`config.mk`:
```
export PLATFORM = sky130hd
export DESIGN_NAME = traffic_phase_scheduler
export DESIGN_NICKNAME = d
export VERILOG_FILES = /design/src/rtl/traffic_pkg.sv /design/src/rtl/traffic_tick_timer.sv /design/src/rtl/traffic_phase_scheduler.sv
export SDC_FILE = /design/constraint.sdc
export NUM_CORES = 1
export LEC_CHECK = 0
export BUFFER_PORTS_ARGS = -buffer_cell sky130_fd_sc_hd__buf_2
export CELL_PAD_IN_SITES_DETAIL_PLACEMENT = 1
export CELL_PAD_IN_SITES_GLOBAL_PLACEMENT = 1
export CORE_MARGIN = 4
export CORE_UTILIZATION = 42
export DETAILED_ROUTE_END_ITERATION = 6
export PLACE_DENSITY_LB_ADDON = 0.3
export SLEW_MARGIN = 0
export SYNTH_ARGS = -nofsm -noshare
export SYNTH_HDL_FRONTEND = slang
export SYNTH_HIERARCHICAL = 1
export SYNTH_SLANG_ARGS = --single-unit
```
`constraint.sdc`:
```
create_clock -name clk -period 5.7 [get_ports clk]
set_input_delay 1.14 -clock clk [delete_from_list [all_inputs] [get_ports clk]]
set_output_delay 1.14 -clock clk [all_outputs]
set_load 0.05 [all_outputs]
```
`src/rtl/traffic_pkg.sv`:
```
// Shared types and default timing for the traffic phase scheduler.
// Macro PED_PHASE_EN adds the WALK phase and its dwell constant.
package traffic_pkg;

    localparam int N_APPR = 4;
    localparam int IDX_W  = 2;

    localparam int DEF_TICK_DIV  = 4;
    localparam int DEF_CNT_W     = 8;
    localparam int DEF_MIN_GREEN = 3;
    localparam int DEF_MAX_GREEN = 6;
    localparam int DEF_YELLOW_T  = 2;
    localparam int DEF_ALLRED_T  = 1;
`ifdef PED_PHASE_EN
    localparam int DEF_WALK_T    = 4;

    typedef enum logic [2:0] {ALLRED, GREEN, YELLOW, WALK} phase_e;
`else
    typedef enum logic [1:0] {ALLRED, GREEN, YELLOW} phase_e;
`endif

    function automatic logic [N_APPR-1:0] onehot(input logic [IDX_W-1:0] idx);
        logic [N_APPR-1:0] v;
        v      = '0;
        v[idx] = 1'b1;
        return v;
    endfunction

endpackage

```
`src/rtl/traffic_tick_timer.sv`:
```
// Prescaler plus saturating tick counter; restart zeroes both so every
// phase dwell is measured from its own entry edge.
module traffic_tick_timer #(
    parameter int TICK_DIV = 4,
    parameter int CNT_W    = 8
) (
    input  logic             clk,
    input  logic             reset,
    input  logic             restart,
    input  logic [CNT_W-1:0] thr,
    output logic             tick,
    output logic             expired
);

    localparam int PS_W = (TICK_DIV > 1) ? $clog2(TICK_DIV) : 1;

    logic [PS_W-1:0]  presc_q, presc_d;
    logic [CNT_W-1:0] timer_q, timer_d;

    assign tick = (presc_q == PS_W'(TICK_DIV - 1));
    // >= rather than == so a phase resting past its dwell still sees expiry each tick
    assign expired = tick && (timer_q >= thr - CNT_W'(1));

    always_comb begin
        presc_d = tick ? '0 : presc_q + PS_W'(1);
        timer_d = timer_q;
        if (tick && (timer_q != '1))
            timer_d = timer_q + CNT_W'(1);
        if (restart) begin
            presc_d = '0;
            timer_d = '0;
        end
    end

    always_ff @(posedge clk or negedge reset) begin
        if (!reset) begin
            presc_q <= '0;
            timer_q <= '0;
        end else begin
            presc_q <= presc_d;
            timer_q <= timer_d;
        end
    end

endmodule

```
`src/rtl/traffic_phase_scheduler.sv`:
```
// Round-robin four-approach signal sequencer with gap-out / max-out.
// Macro PED_PHASE_EN enables the pedestrian WALK phase.
module traffic_phase_scheduler import traffic_pkg::*; #(
    parameter int TICK_DIV  = DEF_TICK_DIV,
    parameter int CNT_W     = DEF_CNT_W,
    parameter int MIN_GREEN = DEF_MIN_GREEN,
    parameter int MAX_GREEN = DEF_MAX_GREEN,
    parameter int YELLOW_T  = DEF_YELLOW_T,
    parameter int ALLRED_T  = DEF_ALLRED_T
`ifdef PED_PHASE_EN
    ,
    parameter int WALK_T    = DEF_WALK_T
`endif
) (
    input  logic        clk,
    input  logic        reset,
    input  logic [3:0]  req,
    input  logic        ped_req,
    output logic [3:0]  green,
    output logic [3:0]  yellow,
    output logic [3:0]  red,
    output logic        ped_walk,
    output logic [1:0]  cur_idx
);

    phase_e             state_q, state_d;
    logic [IDX_W-1:0]   cur_idx_q, cur_idx_d;
    logic [CNT_W-1:0]   thr;
    logic [N_APPR-1:0]  own;
    logic               restart, expired, competing, unused_tick;

    function automatic logic [IDX_W-1:0] rr_pick(input logic [N_APPR-1:0] r,
                                                 input logic [IDX_W-1:0]  last);
        logic [IDX_W-1:0] idx, win;
        win = last;
        // walk from farthest to nearest so the nearest requester after last wins
        for (int k = N_APPR; k >= 1; k--) begin
            idx = last + IDX_W'(k);
            if (r[idx]) win = idx;
        end
        return win;
    endfunction

    assign own = onehot(cur_idx_q);

`ifdef PED_PHASE_EN
    logic ped_pending_q, ped_pending_d;

    assign competing     = |(req & ~own) || ped_pending_q;
    assign ped_pending_d = ped_req || (ped_pending_q && !(state_d == WALK && state_q != WALK));
    assign ped_walk      = (state_q == WALK);

    always_ff @(posedge clk or negedge reset) begin
        if (!reset) ped_pending_q <= 1'b0;
        else        ped_pending_q <= ped_pending_d;
    end
`else
    logic unused_ped;

    assign unused_ped = ped_req;
    assign competing  = |(req & ~own);
    assign ped_walk   = 1'b0;
`endif

    // In GREEN, own demand holds the light to max-out, otherwise gap-out at min.
    always_comb begin
        thr = CNT_W'(ALLRED_T);
        case (state_q)
            GREEN:   thr = req[cur_idx_q] ? CNT_W'(MAX_GREEN) : CNT_W'(MIN_GREEN);
            YELLOW:  thr = CNT_W'(YELLOW_T);
`ifdef PED_PHASE_EN
            WALK:    thr = CNT_W'(WALK_T);
`endif
            default: thr = CNT_W'(ALLRED_T);
        endcase
    end

    always_comb begin
        state_d   = state_q;
        cur_idx_d = cur_idx_q;
        case (state_q)
            ALLRED: if (expired) begin
                if (|req) begin
                    state_d   = GREEN;
                    cur_idx_d = rr_pick(req, cur_idx_q);
                end
`ifdef PED_PHASE_EN
                if (ped_pending_q) begin
                    state_d   = WALK;
                    cur_idx_d = cur_idx_q;
                end
`endif
            end
            GREEN:   if (expired && competing) state_d = YELLOW;
            YELLOW:  if (expired) state_d = ALLRED;
`ifdef PED_PHASE_EN
            WALK:    if (expired) state_d = ALLRED;
`endif
            default: state_d = ALLRED;
        endcase
    end

    assign restart = (state_d != state_q);

    traffic_tick_timer #(
        .TICK_DIV (TICK_DIV),
        .CNT_W    (CNT_W)
    ) u_timer (
        .clk     (clk),
        .reset   (reset),
        .restart (restart),
        .thr     (thr),
        .tick    (unused_tick),
        .expired (expired)
    );

    always_ff @(posedge clk or negedge reset) begin
        if (!reset) begin
            state_q   <= ALLRED;
            cur_idx_q <= 2'd3;
        end else begin
            state_q   <= state_d;
            cur_idx_q <= cur_idx_d;
        end
    end

    assign green   = (state_q == GREEN)  ? own : '0;
    assign yellow  = (state_q == YELLOW) ? own : '0;
    assign red     = ~(green | yellow);
    assign cur_idx = cur_idx_q;

endmodule
```
==> impl_metrics.toml <==
[clocking]
clk_pin_slew_worst_paths_ns = 0.08
cts_root_buf = "clkbuf_4"
skew_pair_late_insertion_delay_ns = 0.28
clock_tree.htree_level_count = 1
number_of_buffers_created_by_cts = 3
cts_tree = "done"
cts.repair.resized = 0
cts-hold-fix-buffers = 0
post-cts-setup-buffer-count = 0
cts_sinks = 14
ctsLongestPathBuffers = 2

[yosys]
post_synth_design_cell_area_sq_um = 1370
synth_enable_flop_cells = 0
synth-seq-area-share = 0.257
post_synth_main_area_contributors = "dfrtp_1 (22%), ha_1 (17%), nor2_1 (4.9%)"
synth_area_leader_cell = "dfrtp_1"
area_share_of_the_largest_cell_type_after_synthesis = 0.219
ys_ff_latch = 14
yosys.cell_count.top_type = "ha_1"
synthesis.instances = 158
synth_warnings = 6
avgSynthCellArea_sq_um = 8.68
synth-main-ff-cell = "dfrtp_1"
synth_cell_types = 45
asyncSetResetFlopFracSynth = 1.00
synth_common_cells = "ha_1 (19), nor2_1 (18), dfrtp_1 (12), and2_1 (9), inv_1 (9)"

[critical_path]
crit_fanout = 12
worstSetupPathType = "in2reg"
cp.arrival_ns = 5.28
critical_path.endpoint_type = "flip-flop"
worstPathRequired_ns = 5.90
crit_path_start_kind = "input pin"

[global_routing]
grtUsageTotal = 0.191
global_route_wire_length_before_repair_um = 6370
antenna_violations_before_repair = 0
first_global_vias = 1369
grt_max_degree = 15
globalRoute.totalOverflow = 0

[placed_design]
gpl.final_weighted_congestion = 0.826
placement.io_buffers = 19
preCtsSetupSlack_ns = 0.303
dpl.hpwl_um = 2970

[route]
avgRoutedWirePerCell_um = 15.2
via_count = 1310
viasPerCell = 5.60
wirelength_um = 3560
antenna_violating_nets_post_route = 0
post-route-drc-count = 0
detailedRoute.firstIterationViolations = 26
first_pass_iters = 4

[die]
placement_rows = 20
ioPinCount = 22
die_y_um = 65.1
die_w_um = 65.1
fp.coreArea_sq_um = 3080
die_area_sq_um = 4240
initial_core_utilization = 0.446

[timing]
fin_ws_ns = 0.624
setup_viol = 0
fin_worst_skew_ns = 0.00280
setup_repair_after_global_routing_missed_its_margin = "false"
tightestPinTransition_ns = 0.592
report.final.slew_viol_count = 0
finalSetupTns_ns = 0
fmax_mhz = 197
finalHoldViolations = 0
slew-limit-headroom = 0.604
share_of_the_clock_period_used_by_the_worst_path = 0.891
shortest_period_the_worst_path_allows_ns = 5.08

[finish]
number_of_inserted_diodes = 0
syn2layout_area_growth_pct = 15.8
layout.nets = 217
post_route_cells_drive_above_1_share = 0.168
nFillCells = 405

[power_and_ir_drop]
ir_drop_mv = 0.243
power_mw = 0.652
power.static_leakage_nw = 0.762
power_per_cell_area_nw_per_um2 = 411

[run_status]
outcome = "finished, final reports clean"

[min_path]
hold_class = "reg2reg"

[run]
max_cap_viol_count = 0
worst max-delay path, cell delays in order:
cell and delay, ns:
buf_2 0.12, mux2_2 0.28, nor2_1 0.09, nor2_1 0.07, and3_1 0.24, nor4_1 0.31
nand2_1 0.11, xor2_1 0.17, ha_1 0.30, o211a_1 0.14, nand4_1 0.10, o32ai_1 0.57
nor2_1 0.14, a211oi_1 0.46, nor4_1 0.10, or3_1 0.57, o21bai_1 0.23, a31oi_1 0.14
where the power goes:
group          total, mW  switching [mW]  leakage, nW  internal (mW)
registers          0.203          0.0598        0.175          0.144
logic              0.378           0.225        0.565          0.152
clock network     0.0709          0.0321       0.0210         0.0389
total              0.652           0.317        0.762          0.335
cell type report:
| type | instances | area (sq um) | share of cell area |
|---|---|---|---|
| tap | 44 | 55.1 | 0.0347 |
| inverter | 9 | 33.8 | 0.0213 |
| sequential | 14 | 353 | 0.222 |
| clock buffer | 4 | 36.3 | 0.0229 |
| multi-input combinational | 144 | 1010 | 0.639 |
| timing repair buffer | 19 | 95.1 | 0.0599 |
kinds of logic (layout without fill, tap and decap cells):
kind of cell / after synthesis / in the layout / synth area share
buf+inv: 11 / 32 / 0.0328
other cells: 1 / 12 / 0.00273
flops: 14 / 14 / 0.257
simple gates: 67 / 67 / 0.265
xor+xnor: 7 / 7 / 0.0447
mux: 7 / 7 / 0.0547
compound gates: 32 / 32 / 0.170
fa+ha+maj: 19 / 19 / 0.173
stage by stage:
step	util	cells	hold WS [ns]	cell area [sq um]
after floorplan	-	169	0.408	1410
after global placement	0.504	230	0.420	1550
after detailed placement	0.504	230	0.425	1550
after CTS	0.516	234	0.439	1590
after global routing	0.516	234	0.468	1590
final	0.516	234	0.432	1590
per-layer routing:
layer / routed length [um] / track usage / vias to the layer above
li1: - / - / 630
met5: 0 / 0 / -
met2: 1870 / 0.340 / 22
met1: 1540 / 0.238 / 650
met3: 101 / 0.0291 / 8
met4: 57 / 0.0544 / 0
final timing paths:
check                                   start            endpoint  slack (ns)  depth (start not counted)
min                        u_timer/presc_q[0]  u_timer/presc_q[0]        0.43                          1
min in group asynchronous               reset  u_timer/presc_q[0]        0.74                          1
max reg2reg                        cur_idx[0]  u_timer/timer_q[4]        0.88                         17
max in group asynchronous               reset          cur_idx[0]        4.68                          1
max                                    req[3]  u_timer/timer_q[4]        0.62                         18
min reg2reg                u_timer/presc_q[0]  u_timer/presc_q[0]        0.43                          1
sequential cells by signal, indices dropped and copies added (netlist names):
name and flops:
u_timer/timer_q 8, cur_idx 2, state_q 2, u_timer/presc_q 2
cell usage in the layout, fill, tap and decap left out, drive strengths merged, types with 5 or more instances in the layout:
cell type | Yosys | routed
inv | 9 | 9
buf | 1 | 19
nor2 | 18 | 18
conb | 1 | 12
nor2b | 7 | 7
dfrtp | 12 | 12
a211oi | 5 | 5
ha | 19 | 19
a21oi | 5 | 5
nor3 | 6 | 6
nand2 | 6 | 6
and2 | 9 | 9
(Power assumes the default switching activity.)
